===== src/rtl/bus_req_arbiter_pkg.sv =====
// Shared types and constants for the two-CPU snooping-bus request arbiter.
package bus_req_arbiter_pkg;

   typedef enum logic [1:0] {
      OP_READ_MISS  = 2'b00,
      OP_WRITE_MISS = 2'b01,
      OP_INVALIDATE = 2'b10,
      OP_NONE       = 2'b11
   } bus_req_op_t;

   typedef enum logic [1:0] {
      ARB_IDLE = 2'b00,
      ARB_BUSY = 2'b01,
      ARB_DONE = 2'b10
   } arb_state_t;

   localparam logic SRC_CPU0 = 1'b0;
   localparam logic SRC_CPU1 = 1'b1;

endpackage


===== src/rtl/bus_req_arbiter_if.sv =====
// Request/grant/bus bundle between the two CPUs, the bus and the arbiter.
interface bus_req_arbiter_if #(
   parameter int unsigned ADDR_W = 11
);
   import bus_req_arbiter_pkg::*;

   logic              req_0;
   bus_req_op_t       op_0;
   logic [ADDR_W-1:0] addr_0;
   logic              req_1;
   bus_req_op_t       op_1;
   logic [ADDR_W-1:0] addr_1;
   logic              bus_done;

   logic              bus_valid;
   bus_req_op_t       bus_op;
   logic [ADDR_W-1:0] bus_addr;
   logic              bus_src;
   logic              grant_0;
   logic              grant_1;
   logic              ack_0;
   logic              ack_1;
   logic              timeout_err;

   // Requesters and bus side.
   modport master (
      output req_0, op_0, addr_0, req_1, op_1, addr_1, bus_done,
      input  bus_valid, bus_op, bus_addr, bus_src,
      input  grant_0, grant_1, ack_0, ack_1, timeout_err
   );

   // Arbiter side.
   modport slave (
      input  req_0, op_0, addr_0, req_1, op_1, addr_1, bus_done,
      output bus_valid, bus_op, bus_addr, bus_src,
      output grant_0, grant_1, ack_0, ack_1, timeout_err
   );

endinterface


===== src/rtl/bus_req_arbiter_watchdog.sv =====
// Transaction watchdog: counts BUSY cycles and flags the final allowed cycle.
module bus_watchdog #(
   parameter int unsigned TIMEOUT_CYCLES = 16
) (
   input  logic clk,
   input  logic rst_n,
   input  logic clr,
   input  logic en,
   output logic expired
);

   localparam int unsigned CNT_W = $clog2(TIMEOUT_CYCLES) + 1;

   logic [CNT_W-1:0] count_q;

   // Saturating cycle counter, cleared at the start of each transaction.
   always_ff @(posedge clk) begin
      if (!rst_n) begin
         count_q <= '0;
      end else if (clr) begin
         count_q <= '0;
      end else if (en && (count_q != {CNT_W{1'b1}})) begin
         count_q <= count_q + CNT_W'(1);
      end
   end

   // Decoded from the counter flops so the arbiter can act on it this cycle.
   assign expired = (count_q == CNT_W'(TIMEOUT_CYCLES - 1));

endmodule


===== src/rtl/bus_req_arbiter.sv =====
// Round-robin front-end scheduler for the two-CPU snooping bus.
module bus_req_arbiter
   import bus_req_arbiter_pkg::*;
#(
   parameter int unsigned ADDR_W         = 11,
   parameter int unsigned TIMEOUT_CYCLES = 16
) (
   input logic         clk,
   input logic         rst_n,
   bus_req_arbiter_if.slave bus
);

   arb_state_t        state_q, state_d;
   bus_req_op_t       op_q, op_d;
   logic [ADDR_W-1:0] addr_q, addr_d;
   logic              src_q, src_d;
   logic              err_q, err_d;
   logic              last_q, last_d;

   logic              valid_0, valid_1, pick;
   logic              expired;
   logic              wd_clr, wd_en;

   logic              bus_valid_d, bus_src_d;
   bus_req_op_t       bus_op_d;
   logic [ADDR_W-1:0] bus_addr_d;
   logic              grant_0_d, grant_1_d, ack_0_d, ack_1_d, timeout_err_d;

   bus_watchdog #(
      .TIMEOUT_CYCLES (TIMEOUT_CYCLES)
   ) u_watchdog (
      .clk     (clk),
      .rst_n   (rst_n),
      .clr     (wd_clr),
      .en      (wd_en),
      .expired (expired)
   );

   // State, latched transaction and registered outputs.
   always_ff @(posedge clk) begin
      if (!rst_n) begin
         state_q         <= ARB_IDLE;
         op_q            <= OP_NONE;
         addr_q          <= '0;
         src_q           <= SRC_CPU0;
         err_q           <= 1'b0;
         last_q          <= SRC_CPU1;
         bus.bus_valid   <= 1'b0;
         bus.bus_op      <= OP_NONE;
         bus.bus_addr    <= '0;
         bus.bus_src     <= 1'b0;
         bus.grant_0     <= 1'b0;
         bus.grant_1     <= 1'b0;
         bus.ack_0       <= 1'b0;
         bus.ack_1       <= 1'b0;
         bus.timeout_err <= 1'b0;
      end else begin
         state_q         <= state_d;
         op_q            <= op_d;
         addr_q          <= addr_d;
         src_q           <= src_d;
         err_q           <= err_d;
         last_q          <= last_d;
         bus.bus_valid   <= bus_valid_d;
         bus.bus_op      <= bus_op_d;
         bus.bus_addr    <= bus_addr_d;
         bus.bus_src     <= bus_src_d;
         bus.grant_0     <= grant_0_d;
         bus.grant_1     <= grant_1_d;
         bus.ack_0       <= ack_0_d;
         bus.ack_1       <= ack_1_d;
         bus.timeout_err <= timeout_err_d;
      end
   end

   // Next-state, latch capture and next output values.
   always_comb begin
      state_d = state_q;
      op_d    = op_q;
      addr_d  = addr_q;
      src_d   = src_q;
      err_d   = err_q;
      last_d  = last_q;
      pick    = SRC_CPU0;

      valid_0 = bus.req_0 && (bus.op_0 != OP_NONE);
      valid_1 = bus.req_1 && (bus.op_1 != OP_NONE);

      case (state_q)
         ARB_IDLE: begin
            if (valid_0 || valid_1) begin
               // On a tie, serve whoever was not served most recently.
               if (valid_0 && valid_1) pick = ~last_q;
               else                    pick = valid_1 ? SRC_CPU1 : SRC_CPU0;
               src_d   = pick;
               op_d    = pick ? bus.op_1   : bus.op_0;
               addr_d  = pick ? bus.addr_1 : bus.addr_0;
               state_d = ARB_BUSY;
            end
         end
         ARB_BUSY: begin
            if (bus.bus_done) begin
               err_d   = 1'b0;
               state_d = ARB_DONE;
            end else if (expired) begin
               err_d   = 1'b1;
               state_d = ARB_DONE;
            end
         end
         ARB_DONE: begin
            last_d  = src_q;
            state_d = ARB_IDLE;
         end
         default: begin
            state_d = ARB_IDLE;
         end
      endcase

      wd_clr = (state_q == ARB_IDLE) && (state_d == ARB_BUSY);
      wd_en  = (state_q == ARB_BUSY);

      bus_valid_d   = (state_d == ARB_BUSY);
      bus_op_d      = bus_valid_d ? op_d   : OP_NONE;
      bus_addr_d    = bus_valid_d ? addr_d : '0;
      bus_src_d     = bus_valid_d ? src_d  : 1'b0;
      grant_0_d     = (state_d != ARB_IDLE) && (src_d == SRC_CPU0);
      grant_1_d     = (state_d != ARB_IDLE) && (src_d == SRC_CPU1);
      ack_0_d       = (state_d == ARB_DONE) && (src_d == SRC_CPU0);
      ack_1_d       = (state_d == ARB_DONE) && (src_d == SRC_CPU1);
      timeout_err_d = (state_d == ARB_DONE) && err_d;
   end

endmodule


===== src/flat_wrapper.sv =====
// flat-port wrapper written by rule: the top's interface ports become plain ports
module bus_req_arbiter_flat import bus_req_arbiter_pkg::*;
#(
   parameter int unsigned ADDR_W         = 11,
   parameter int unsigned TIMEOUT_CYCLES = 16
)
  (clk, rst_n, bus_req_0, bus_op_0, bus_addr_0, bus_req_1, bus_op_1, bus_addr_1, bus_bus_done, bus_bus_valid, bus_bus_op, bus_bus_addr, bus_bus_src, bus_grant_0, bus_grant_1, bus_ack_0, bus_ack_1, bus_timeout_err);
  bus_req_arbiter_if #(.ADDR_W(ADDR_W)) bus_i ();
  input logic clk;
  input logic rst_n;
  input wire logic [$bits(bus_i.req_0)-1:0] bus_req_0;
  input wire logic [$bits(bus_i.op_0)-1:0] bus_op_0;
  input wire logic [$bits(bus_i.addr_0)-1:0] bus_addr_0;
  input wire logic [$bits(bus_i.req_1)-1:0] bus_req_1;
  input wire logic [$bits(bus_i.op_1)-1:0] bus_op_1;
  input wire logic [$bits(bus_i.addr_1)-1:0] bus_addr_1;
  input wire logic [$bits(bus_i.bus_done)-1:0] bus_bus_done;
  output wire logic [$bits(bus_i.bus_valid)-1:0] bus_bus_valid;
  output wire logic [$bits(bus_i.bus_op)-1:0] bus_bus_op;
  output wire logic [$bits(bus_i.bus_addr)-1:0] bus_bus_addr;
  output wire logic [$bits(bus_i.bus_src)-1:0] bus_bus_src;
  output wire logic [$bits(bus_i.grant_0)-1:0] bus_grant_0;
  output wire logic [$bits(bus_i.grant_1)-1:0] bus_grant_1;
  output wire logic [$bits(bus_i.ack_0)-1:0] bus_ack_0;
  output wire logic [$bits(bus_i.ack_1)-1:0] bus_ack_1;
  output wire logic [$bits(bus_i.timeout_err)-1:0] bus_timeout_err;
  assign bus_i.req_0 = bus_req_0;
  assign bus_i.op_0 = bus_op_0;
  assign bus_i.addr_0 = bus_addr_0;
  assign bus_i.req_1 = bus_req_1;
  assign bus_i.op_1 = bus_op_1;
  assign bus_i.addr_1 = bus_addr_1;
  assign bus_i.bus_done = bus_bus_done;
  assign bus_bus_valid = bus_i.bus_valid;
  assign bus_bus_op = bus_i.bus_op;
  assign bus_bus_addr = bus_i.bus_addr;
  assign bus_bus_src = bus_i.bus_src;
  assign bus_grant_0 = bus_i.grant_0;
  assign bus_grant_1 = bus_i.grant_1;
  assign bus_ack_0 = bus_i.ack_0;
  assign bus_ack_1 = bus_i.ack_1;
  assign bus_timeout_err = bus_i.timeout_err;
  bus_req_arbiter #(.ADDR_W(ADDR_W), .TIMEOUT_CYCLES(TIMEOUT_CYCLES)) u_core (.clk(clk), .rst_n(rst_n), .bus(bus_i));
endmodule

===== config.mk =====
export PLATFORM = sky130hd
export DESIGN_NAME = bus_req_arbiter_flat
export DESIGN_NICKNAME = d
export VERILOG_FILES = /design/src/rtl/bus_req_arbiter_pkg.sv /design/src/rtl/bus_req_arbiter_if.sv /design/src/rtl/bus_req_arbiter_watchdog.sv /design/src/rtl/bus_req_arbiter.sv /design/src/flat_wrapper.sv
export SDC_FILE = /design/constraint.sdc
export NUM_CORES = 1
export LEC_CHECK = 0
export ABC_AREA = 1
export CAP_MARGIN = 0
export CORE_ASPECT_RATIO = 1.1
export CORE_MARGIN = 8
export CORE_UTILIZATION = 50
export CTS_CLUSTER_SIZE = 12
export DETAILED_ROUTE_END_ITERATION = 16
export HOLD_SLACK_MARGIN = 0.02
export MAX_ROUTING_LAYER = met4
export PLACE_DENSITY = 0.84
export SLEW_MARGIN = 15
export SYNTH_ARGS = -nofsm -noshare
export SYNTH_HDL_FRONTEND = slang
export SYNTH_SLANG_ARGS = --single-unit

===== constraint.sdc =====
create_clock -name clk -period 2.5 [get_ports clk]
set_clock_uncertainty 0.1 [all_clocks]
set_input_delay 0.5 -clock clk [delete_from_list [all_inputs] [get_ports clk]]
set_output_delay 0.5 -clock clk [all_outputs]
set_load 0.005 [all_outputs]

==> results of run 1 <==
## cell families after synthesis
| kind of cell | count (synthesis) | share of synthesized area (%) |
|---|---|---|
| fa+ha+maj | 3 | 2.16 |
| buf+inv | 34 | 8.63 |
| simple gates | 136 | 35.0 |
| flops | 43 | 49.5 |
| compound gates | 12 | 4.75 |
## report_power, final
group / total (mW) / switching [mW] / internal (mW) / leakage (nW)
clock: 0.337 / 0.206 / 0.130 / 0.0341
combinational: 0.303 / 0.160 / 0.143 / 0.634
sequential: 0.761 / 0.0194 / 0.741 / 0.353
## worst max path at each step
stage | from | endpoint | slack [ps] | cells past startpoint
floorplan | u_core.u_watchdog.count_q[0] | u_core.bus.bus_addr[0] | 790 | 10
global placement | bus_op_1[0] | u_core.bus.grant_1 | 390 | 8
detailed placement | bus_op_1[0] | u_core.bus.grant_1 | 360 | 8
CTS | u_core.u_watchdog.count_q[0] | u_core.bus.bus_src | 510 | 9
global route | u_core.u_watchdog.count_q[0] | u_core.bus.bus_src | 390 | 9
finish | u_core.u_watchdog.count_q[0] | u_core.bus.bus_src | 540 | 9
## cell type report
class	instances	area, um^2
Fill cell	277	1000
Sequential cell	43	861
Multi-Input combinational cell	151	728
Timing Repair Buffer	53	523
Inverter	27	101
Tap cell	48	60.1
Clock buffer	6	51.3
Clock inverter	1	5.00
## per-stage QoR
stage / worst slack, ps / hold WS, ps / area, um^2 / power (mW)
finish: 543 / 368 / 2330 / 1.40
global route: 395 / 406 / 2330 / 1.47
CTS: 509 / 370 / 2330 / 1.41
detailed placement: 359 / 353 / 2270 / 1.08
global placement: 392 / 351 / 2270 / 1.07
floorplan: 792 / 338 / 1740 / 0.944
## worst min-delay path, cell delays in order (launching register included)
cell,delay (ps)
dfxtp_1,330
nand2_1,60
a21oi_1,50
## placed cells by master (no fill, tap or decap)
cell type	n
nor2_4	1
nand2_2	2
nand3b_1	2
nand4_1	1
a21oi_1	7
o21ai_1	1
and3_2	1
buf_4	3
nand2_1	57
clkinv_2	1
nor3_1	1
clkdlybuf4s50_1	50
nor2_1	35
clkbuf_8	1
nand3_1	29
and2_1	1
dfxtp_1	43
ha_1	3
a21oi_4	2
or2_0	1
nand2_4	1
nand3_2	3
inv_2	3
clkbuf_4	5
nor2_2	1
o21ai_0	2
inv_1	24
## layer usage
metal / routed length [um] / vias up / global-route usage [%]
li1: - / 813 / -
met4: 82 / 0 / 6.54
met2: 2100 / 48 / 26.2
met3: 240 / 7 / 4.76
met1: 1780 / 711 / 16.3
met5: 0 / - / -
## registers in the layout (all words and copies together) (netlist names), 2 cells and up
register,flops
u_core.bus.bus_addr,11
u_core.bus.bus_op,2
u_core.u_watchdog.count_q,5
u_core.addr_q,11
u_core.state_q,2
u_core.op_q,2
==> flow_summary.toml, run 1 <==
[global_routing]
track_usage_pct = 15.6
grt_antenna_before_repair = 0
grt_pass1_vias = 1491
grt_pass1_wl_um = 6800
grt-ovfl-total = 0
grt_max_degree = 19

[power_and_ir_drop]
ir_drop_v = 0.000424
p_leak_nw = 1.02
powerDensity_nw_per_um2 = 601

[floorplan]
num_rows = 22
die_h_um = 77.9
io_pins = 51
die-area_um2 = 5620
die_x_um = 72.2
floorplan.initialDensity_pct = 52.2
core_um2 = 3330

[detailed_routing]
ant_nets = 0
first_iter_violations = 103
routedWlPerCell_um = 12.8
route.detailed.drc = 0
firstDrtPassIters = 4
vias = 1579
wl_um = 4200
vias_per_cell = 4.80

[yosys]
synth_top_area_cell = "dfxtp_1"
syn_nets = 262
synth_edf_count = 0
synth_most_common_cell = "nand2_1"
synth_cell_types = 26
yosysSeqAreaShare_pct = 49.5
synth_top_area_share_pct = 49.5
synth_area_um2 = 1740
synthCells = 228
ys_seq_elements = 43
synthTopCellsByCount = "nand2_1, dfxtp_1, nor2_1"
ys_warn_count = 0
synthTopCellsByArea = "dfxtp_1, nand2_1, nand3_1"
synthFlopType = "dfxtp_1"
syn_area_per_cell_um2 = 7.63
ys_async_sr_fraction_pct = 0

[critical_path]
reg2reg_to = "u_core.bus.bus_src"
rr_startpoint = "u_core.u_watchdog.count_q[0]"
path_cells = "ha_1, nand2_1, nor2_1, ha_1, nor2_1, nand3_2, a21oi_4, inv_2, nor2_1"
cp-end-kind = "flop"
critPathSlowestCell = "dfxtp_1"
crit_path_max_incr_delay_ps = 350
crit_arrival_ps = 2130
r2r_slack_ps = 540
reg2reg_depth = 9
cpMostUsedCell = "nor2_1"
crit_type = "reg -> reg"
critPathMaxFanout = 12
crit_buf_inv = 1
startpoint_type = "flop"
cpLargestDelayFamily = "simple AND/OR/NAND/NOR gates"
worstPathRequired_ps = 2670

[place]
dp.cells = 322
numPortBuffers = 50
place_hpwl_um = 3130
gp_congestion = 0.770

[layout]
synthToLayoutAreaGrowth_pct = 34.0
utilization_pct = 69.9
insertedDiodeCount = 0
nNetsFinal = 315
fin_cells = 329
drive_gt1_share_pct = 8.54

[cts]
htreeDepth = 2
worstSkewPairLatency_ps = 350
cts_buffers = 5
cts_root_buf = "clkbuf_4"
cts_setup_buffers = 0
cts.path.max_buffers = 2
cts-hold-fix-buffers = 0
cts_tree = "built"
clk_pin_slew_ps = 110
cts_resized = 0
cts_num_sinks = 43

[timing]
final_max_slew_viol_count = 0
rsz0062_at_grt = "false"
final.period_utilization_pct = 78.3
setup_violations = 0
hold_viol_final = 0
slew_headroom_pct = 80.6
worst_slew_pin_slew_ps = 290
finalSetupTns_ps = 0
min_period_ps = 1960
fmax_ghz = 0.511

[min_path]
hold_path_end = "u_core.u_watchdog.count_q[3]"
min_delay_path_depth = 2
hp-class = "reg -> reg"
worstHoldStart = "u_core.u_watchdog.count_q[3]"

[job]
maxCapViolCount = 0

[status]
status = "complete, no violations"
Power figures use the tool's default switching activity.
==> run 2: changes to the inputs <==
--- a/config.mk
+++ b/config.mk
@@ -9,12 +9,12 @@
 export CAP_MARGIN = 0
 export CORE_ASPECT_RATIO = 1.1
 export CORE_MARGIN = 8
-export CORE_UTILIZATION = 50
+export CORE_UTILIZATION = 42
 export CTS_CLUSTER_SIZE = 12
 export DETAILED_ROUTE_END_ITERATION = 16
 export HOLD_SLACK_MARGIN = 0.02
 export MAX_ROUTING_LAYER = met4
-export PLACE_DENSITY = 0.84
+export PLACE_DENSITY = 0.75
 export SLEW_MARGIN = 15
 export SYNTH_ARGS = -nofsm -noshare
 export SYNTH_HDL_FRONTEND = slang
==> constraint.sdc (replaced) <==
create_clock -name clk -period 1.8 [get_ports clk]
set_clock_uncertainty 0.1 [all_clocks]
set_input_delay 0.36 -clock clk [delete_from_list [all_inputs] [get_ports clk]]
set_output_delay 0.36 -clock clk [all_outputs]
set_load 0.005 [all_outputs]
==> run 2 against run 1 <==
Power rose by 52%. Critical path depth rose by 1. Sequential share of layout area fell by 2.4 points. Count of clock-buffer cells in the layout fell by 1. Sequential power rose by 39%. Largest power group unchanged. Clock power rose by 78%. Critical path type unchanged. Global-route usage fell by 1.4 points.
==> flow_summary.toml, run 2 (synthesis results as in run 1) <==
[critical_path]
cp-end-kind = "flop"
r2r_slack_ps = 90
reg2reg_depth = 10
worstPathRequired_ps = 1930
startpoint_type = "flop"
critPathMaxFanout = 6
reg2reg_to = "u_core.bus.bus_addr[4]"
crit_type = "reg -> reg"
rr_startpoint = "u_core.u_watchdog.count_q[0]"
crit_arrival_ps = 1850
startpoint = "u_core.u_watchdog.count_q[0]"

[power_and_ir_drop]
p_sw_mw = 0.596
p_comb_share_pct = 22.1
p_int_mw = 1.53
clockPowerShare_pct = 28.2
p_total_mw = 2.13
powerDensity_nw_per_um2 = 852
swShare_pct = 28.0
ir_drop_v = 0.000482
p_leak_nw = 1.08
p_seq_share_pct = 49.7

[floorplan]
die_h_um = 83.5
io_pins = 51
num_rows = 24
die_x_um = 77.4
die-area_um2 = 6460
floorplan.initialDensity_pct = 43.9
core_um2 = 3960

[cts]
cts_num_sinks = 43
cts_tree = "built"
cts_root_buf = "clkbuf_8"
worstSkewPairLatency_ps = 300
cts_buffers = 5
cts.path.max_buffers = 2
htreeDepth = 2
clk_pin_slew_ps = 90

[layout]
fin_cells = 346
final_cell_mix = "nand2_1, clkdlybuf4s50_1, dfxtp_1, nor2_1, nand3_1"
insertedDiodeCount = 0
drive_gt1_share_pct = 14.6
utilization_pct = 62.9
final_area_um2 = 2490
top_regs = "u_core.addr_q: 11 flops, u_core.bus.bus_addr: 11 flops, u_core.u_watchdog.count_q: 5 flops"
final_common_cell = "nand2_1"
nNetsFinal = 327
synthToLayoutAreaGrowth_pct = 43.4

[detailed_routing]
vias_per_cell = 4.67
routedWlPerCell_um = 12.9
vias = 1617
route.detailed.drc = 0
wl_um = 4460
firstDrtPassIters = 4
ant_nets = 0
first_iter_violations = 155

[job]
maxCapViolCount = 0

[timing]
final_max_slew_viol_count = 0
slew_headroom_pct = 80.9
fmax_ghz = 0.583
finalSetupTns_ps = 0
setup_violations = 0
min_period_ps = 1710
worst_slew_pin_slew_ps = 285
final.period_utilization_pct = 95.3
rsz0062_at_grt = "false"
hold_viol_final = 0

[place]
placed_cell_area_um2 = 2350
gp_congestion = 0.804
place_hpwl_um = 3250
dp.cells = 335
numPortBuffers = 50

[global_routing]
track_usage_pct = 14.2
grt-ovfl-total = 0
grt_pass1_vias = 1522
grt_max_degree = 15
grt_antenna_before_repair = 0
grt_pass1_wl_um = 7270

[min_path]
min_delay_path_depth = 2
hp-class = "reg -> reg"
hold_path_end = "u_core.bus.bus_op[1]"
worstHoldStart = "u_core.op_q[1]"

[status]
status = "complete, no violations"
-- run 2: cell count changes in the layout (fill, tap and decap cells not counted), sizes merged --
cell | previous run | this run
buf | 3 | 14
clkbuf | 6 | 5
clkinv | 1 | 2
clkinvlp | 0 | 2
-- run 2: worst max-delay path by stage --
stage / endpoint / slack [ps]
finish: u_core.bus.bus_addr[4] / 90
global route: u_core.bus.bus_addr[2] / 0.4
CTS: u_core.bus.bus_addr[10] / 20
detailed placement: u_core.bus.grant_1 / -110
global placement: u_core.bus.bus_src / -110
floorplan: u_core.bus.bus_addr[0] / 90
-- run 2: metrics by stage --
step | setup WS, ps | hold WS, ps
after global placement | -114 | 347
after floorplan | 92.0 | 338
after detailed placement | -115 | 355
after CTS | 19.3 | 380
after global routing | 0.402 | 410
final | 85.0 | 377
-- run 2: final cells by class --
cell class                 count  area (um^2)
clock buffer                   5         68.8
clock inverter                 3         20.0
fill                         341         1470
inverter                      27          106
multi-input combinational    151          753
sequential                    43          861
tap                           52         65.1
timing repair buffer          64          613
timing repair inverter         1         6.26
-- run 2: worst max-delay path: stages (launching register included) --
cell and delay (ps):
dfxtp_1 320, ha_2 190, nand2_1 60, nor2_1 60, ha_2 190, nor2_4 110, nand3_2 110, a21oi_4 240
buf_6 140, inv_4 40, nor2_1 90
-- run 2: per-layer routing --
| metal | global-route usage (%) | share of wire (%) | vias to the layer above |
|---|---|---|---|
| met5 | - | 0 | - |
| met4 | 6.19 | 1.6 | 0 |
| met3 | 4.42 | 7.7 | 8 |
| met2 | 22.2 | 48 | 44 |
| met1 | 16.3 | 43 | 728 |
| li1 | - | - | 837 |
-- run 2: repair_timing --
item                                    4_1_cts  5_1_grt
gates cloned                                  0        1
hold buffers                                  0        0
setup buffers                                 0        2
endpoints found under the setup margin       14       14
pin swaps                                     0        2
resized for setup                             2       11
-- run 2: power groups by stage --
stage,clock [mW],sequential (mW),combinational [mW]
after floorplan,0,1.08,0.233
after global placement,0,1.08,0.438
after detailed placement,0,1.08,0.446
after CTS,0.616,1.06,0.450
after global routing,0.663,1.07,0.520
final,0.599,1.06,0.470
==> run 3: changes to the inputs <==
--- a/config.mk
+++ b/config.mk
@@ -6,16 +6,18 @@
 export NUM_CORES = 1
 export LEC_CHECK = 0
 export ABC_AREA = 1
+export ABC_CLOCK_PERIOD_IN_PS = 1800
 export CAP_MARGIN = 0
 export CORE_ASPECT_RATIO = 1.1
 export CORE_MARGIN = 8
-export CORE_UTILIZATION = 42
+export CORE_UTILIZATION = 41
 export CTS_CLUSTER_SIZE = 12
 export DETAILED_ROUTE_END_ITERATION = 16
 export HOLD_SLACK_MARGIN = 0.02
 export MAX_ROUTING_LAYER = met4
-export PLACE_DENSITY = 0.75
+export PLACE_DENSITY = 0.8
 export SLEW_MARGIN = 15
 export SYNTH_ARGS = -nofsm -noshare
 export SYNTH_HDL_FRONTEND = slang
+export SYNTH_HIERARCHICAL = 1
 export SYNTH_SLANG_ARGS = --single-unit
==> run 3 against run 2 <==
Cell area decreased by 3.6%. Highest routed layer unchanged. Flip-flop and latch count shrank 1. Worst hold slack is essentially flat.
==> flow_summary.toml, run 3 <==
[cts]
cts_buffers = 5
cts_root_buf = "clkbuf_8"
cts_tree = "built"
cts_num_sinks = 42
cts.path.max_buffers = 2
worstSkewPairLatency_ps = 290
cts_resized = 0
clk_pin_slew_ps = 70
cts_setup_buffers = 0
cts-hold-fix-buffers = 0
htreeDepth = 2

[global_routing]
track_usage_pct = 13.4
grt_pass1_wl_um = 6790
grt-ovfl-total = 0
grt_pass1_vias = 1504
grt_max_degree = 15
grt_antenna_before_repair = 0

[place]
gp_congestion = 0.754
dp.cells = 336
place_hpwl_um = 3030
numPortBuffers = 50

[critical_path]
crit_type = "reg -> reg"
startpoint_type = "flop"
r2r_slack_ps = 80
cp-end-kind = "flop"
critPathMaxFanout = 12
crit_arrival_ps = 1800
worstPathRequired_ps = 1880

[layout]
insertedDiodeCount = 0
synthToLayoutAreaGrowth_pct = 41.9
nNetsFinal = 325
fin_cells = 343
top_regs = "u_core/addr_q: 11 flops, u_core/bus.bus_addr: 11 flops, u_core/u_watchdog/count_q: 5 flops"
utilization_pct = 60.6
final_cell_mix = "nand2_1, clkdlybuf4s50_1, dfxtp_1, nand3_1, nor2_1"
final_common_cell = "nand2_1"
fillers = 366
drive_gt1_share_pct = 11.3

[timing]
fmax_ghz = 0.580
min_period_ps = 1720
final.period_utilization_pct = 95.8
final_max_slew_viol_count = 0
worst_slew_pin_slew_ps = 269
slew_headroom_pct = 82.1
setup_violations = 0
rsz0062_at_grt = "true"
hold_viol_final = 0

[yosys]
ys_seq_elements = 42
synth_top_area_cell = "dfxtp_1"
ys_async_sr_fraction_pct = 0
synth_top_family_by_area = "simple AND/OR/NAND/NOR gates"
synth_top_area_share_pct = 49.6
synthTopCellsByCount = "nand2_1, dfxtp_1, nand3_1"
synth_area_um2 = 1690
synth_cell_types = 23
synth_most_common_cell = "nand2_1"
synthXorXnorAreaFrac_pct = 0
syn_area_per_cell_um2 = 7.50
synthCells = 226
ys_warn_count = 6
synthTopCellsByArea = "dfxtp_1, nand2_1, nand3_1"
synthFlopType = "dfxtp_1"
synthMuxAreaShare_pct = 0
synthAdderAreaFrac_pct = 2.22
yosysSeqAreaShare_pct = 49.6
synth_compound_area_share_pct = 4.28
synth_edf_count = 0
synthSimpleGateAreaFrac_pct = 34.3
syn_nets = 260

[floorplan]
die_h_um = 83.4
floorplan.initialDensity_pct = 42.7
core_um2 = 3960
io_pins = 51
die-area_um2 = 6450
die_x_um = 77.3
num_rows = 24

[detailed_routing]
vias = 1568
firstDrtPassIters = 4
ant_nets = 0
vias_per_cell = 4.57
wl_um = 4090
routedWlPerCell_um = 11.9
first_iter_violations = 114
route.detailed.drc = 0

[job]
maxCapViolCount = 0

[status]
status = "complete, no violations"

[min_path]
hp-class = "reg -> reg"

[power_and_ir_drop]
powerDensity_nw_per_um2 = 854
p_leak_nw = 1.08
ir_drop_v = 0.000408
## run 3: worst paths after layout
path                                     start                     end  cells past startpoint
setup / recovery  u_core/u_watchdog/count_q[1]  u_core/bus.bus_addr[8]                      9
hold / removal                  u_core/op_q[0]    u_core/bus.bus_op[0]                      2
setup reg to reg  u_core/u_watchdog/count_q[1]  u_core/bus.bus_addr[8]                      9
hold reg to reg                 u_core/op_q[0]    u_core/bus.bus_op[0]                      2
## run 3: worst max-delay path: stages (launching register included)
cell	delay [ps]
dfxtp_1	360
ha_1	180
inv_1	60
nor2_1	190
ha_1	200
inv_1	60
nand3_2	110
a21oi_4	70
inv_2	190
nor2_1	80
## run 3: area by class of cell
| cell class | count | area, um^2 | share of cell area (%) |
|---|---|---|---|
| Timing Repair Buffer | 65 | 613 | 25.5 |
| Multi-Input combinational cell | 146 | 692 | 28.8 |
| Sequential cell | 42 | 841 | 35.0 |
| Tap cell | 52 | 65.1 | 2.71 |
| Inverter | 31 | 116 | 4.84 |
| Clock buffer | 7 | 76.3 | 3.18 |
## run 3: where the power goes
group | switching (mW) | internal, mW | leakage [nW] | total (mW)
Combinational | 0.229 | 0.232 | 0.692 | 0.460
Clock | 0.290 | 0.267 | 0.0383 | 0.557
Sequential | 0.0243 | 1.01 | 0.345 | 1.04
Total | 0.543 | 1.51 | 1.08 | 2.05
## run 3: logic make-up after synthesis
family,after synthesis
DFF,42
buffers and inverters,38
and+or+nand+nor,132
AOI/OAI and AO/OA,11
adders and majority gates,3
## run 3: through the flow
stage | cell area, um^2 | setup slack, ps | hold WS (ps) | total power [mW] | setup TNS, ps
2_1_floorplan | 1690 | 207 | 329 | 1.30 | 0
3_3_place_gp | 2330 | -52.1 | 350 | 1.51 | -673
3_5_place_dp | 2330 | -59.7 | 361 | 1.52 | -765
4_1_cts | 2400 | 74.4 | 380 | 2.08 | 0
5_1_grt | 2400 | -5.31 | 410 | 2.19 | -10.3
6_report | 2400 | 75.8 | 377 | 2.05 | 0
## run 3: per-layer routing
metal | wire, um | vias up | track usage, % | part of all wire, %
li1 | - | 827 | - | -
met1 | 1790 | 688 | 14.5 | 44
met2 | 1980 | 47 | 21.4 | 48
met3 | 274 | 6 | 5.82 | 6.7
met4 | 44 | 0 | 4.81 | 1.1
met5 | 0 | - | - | 0
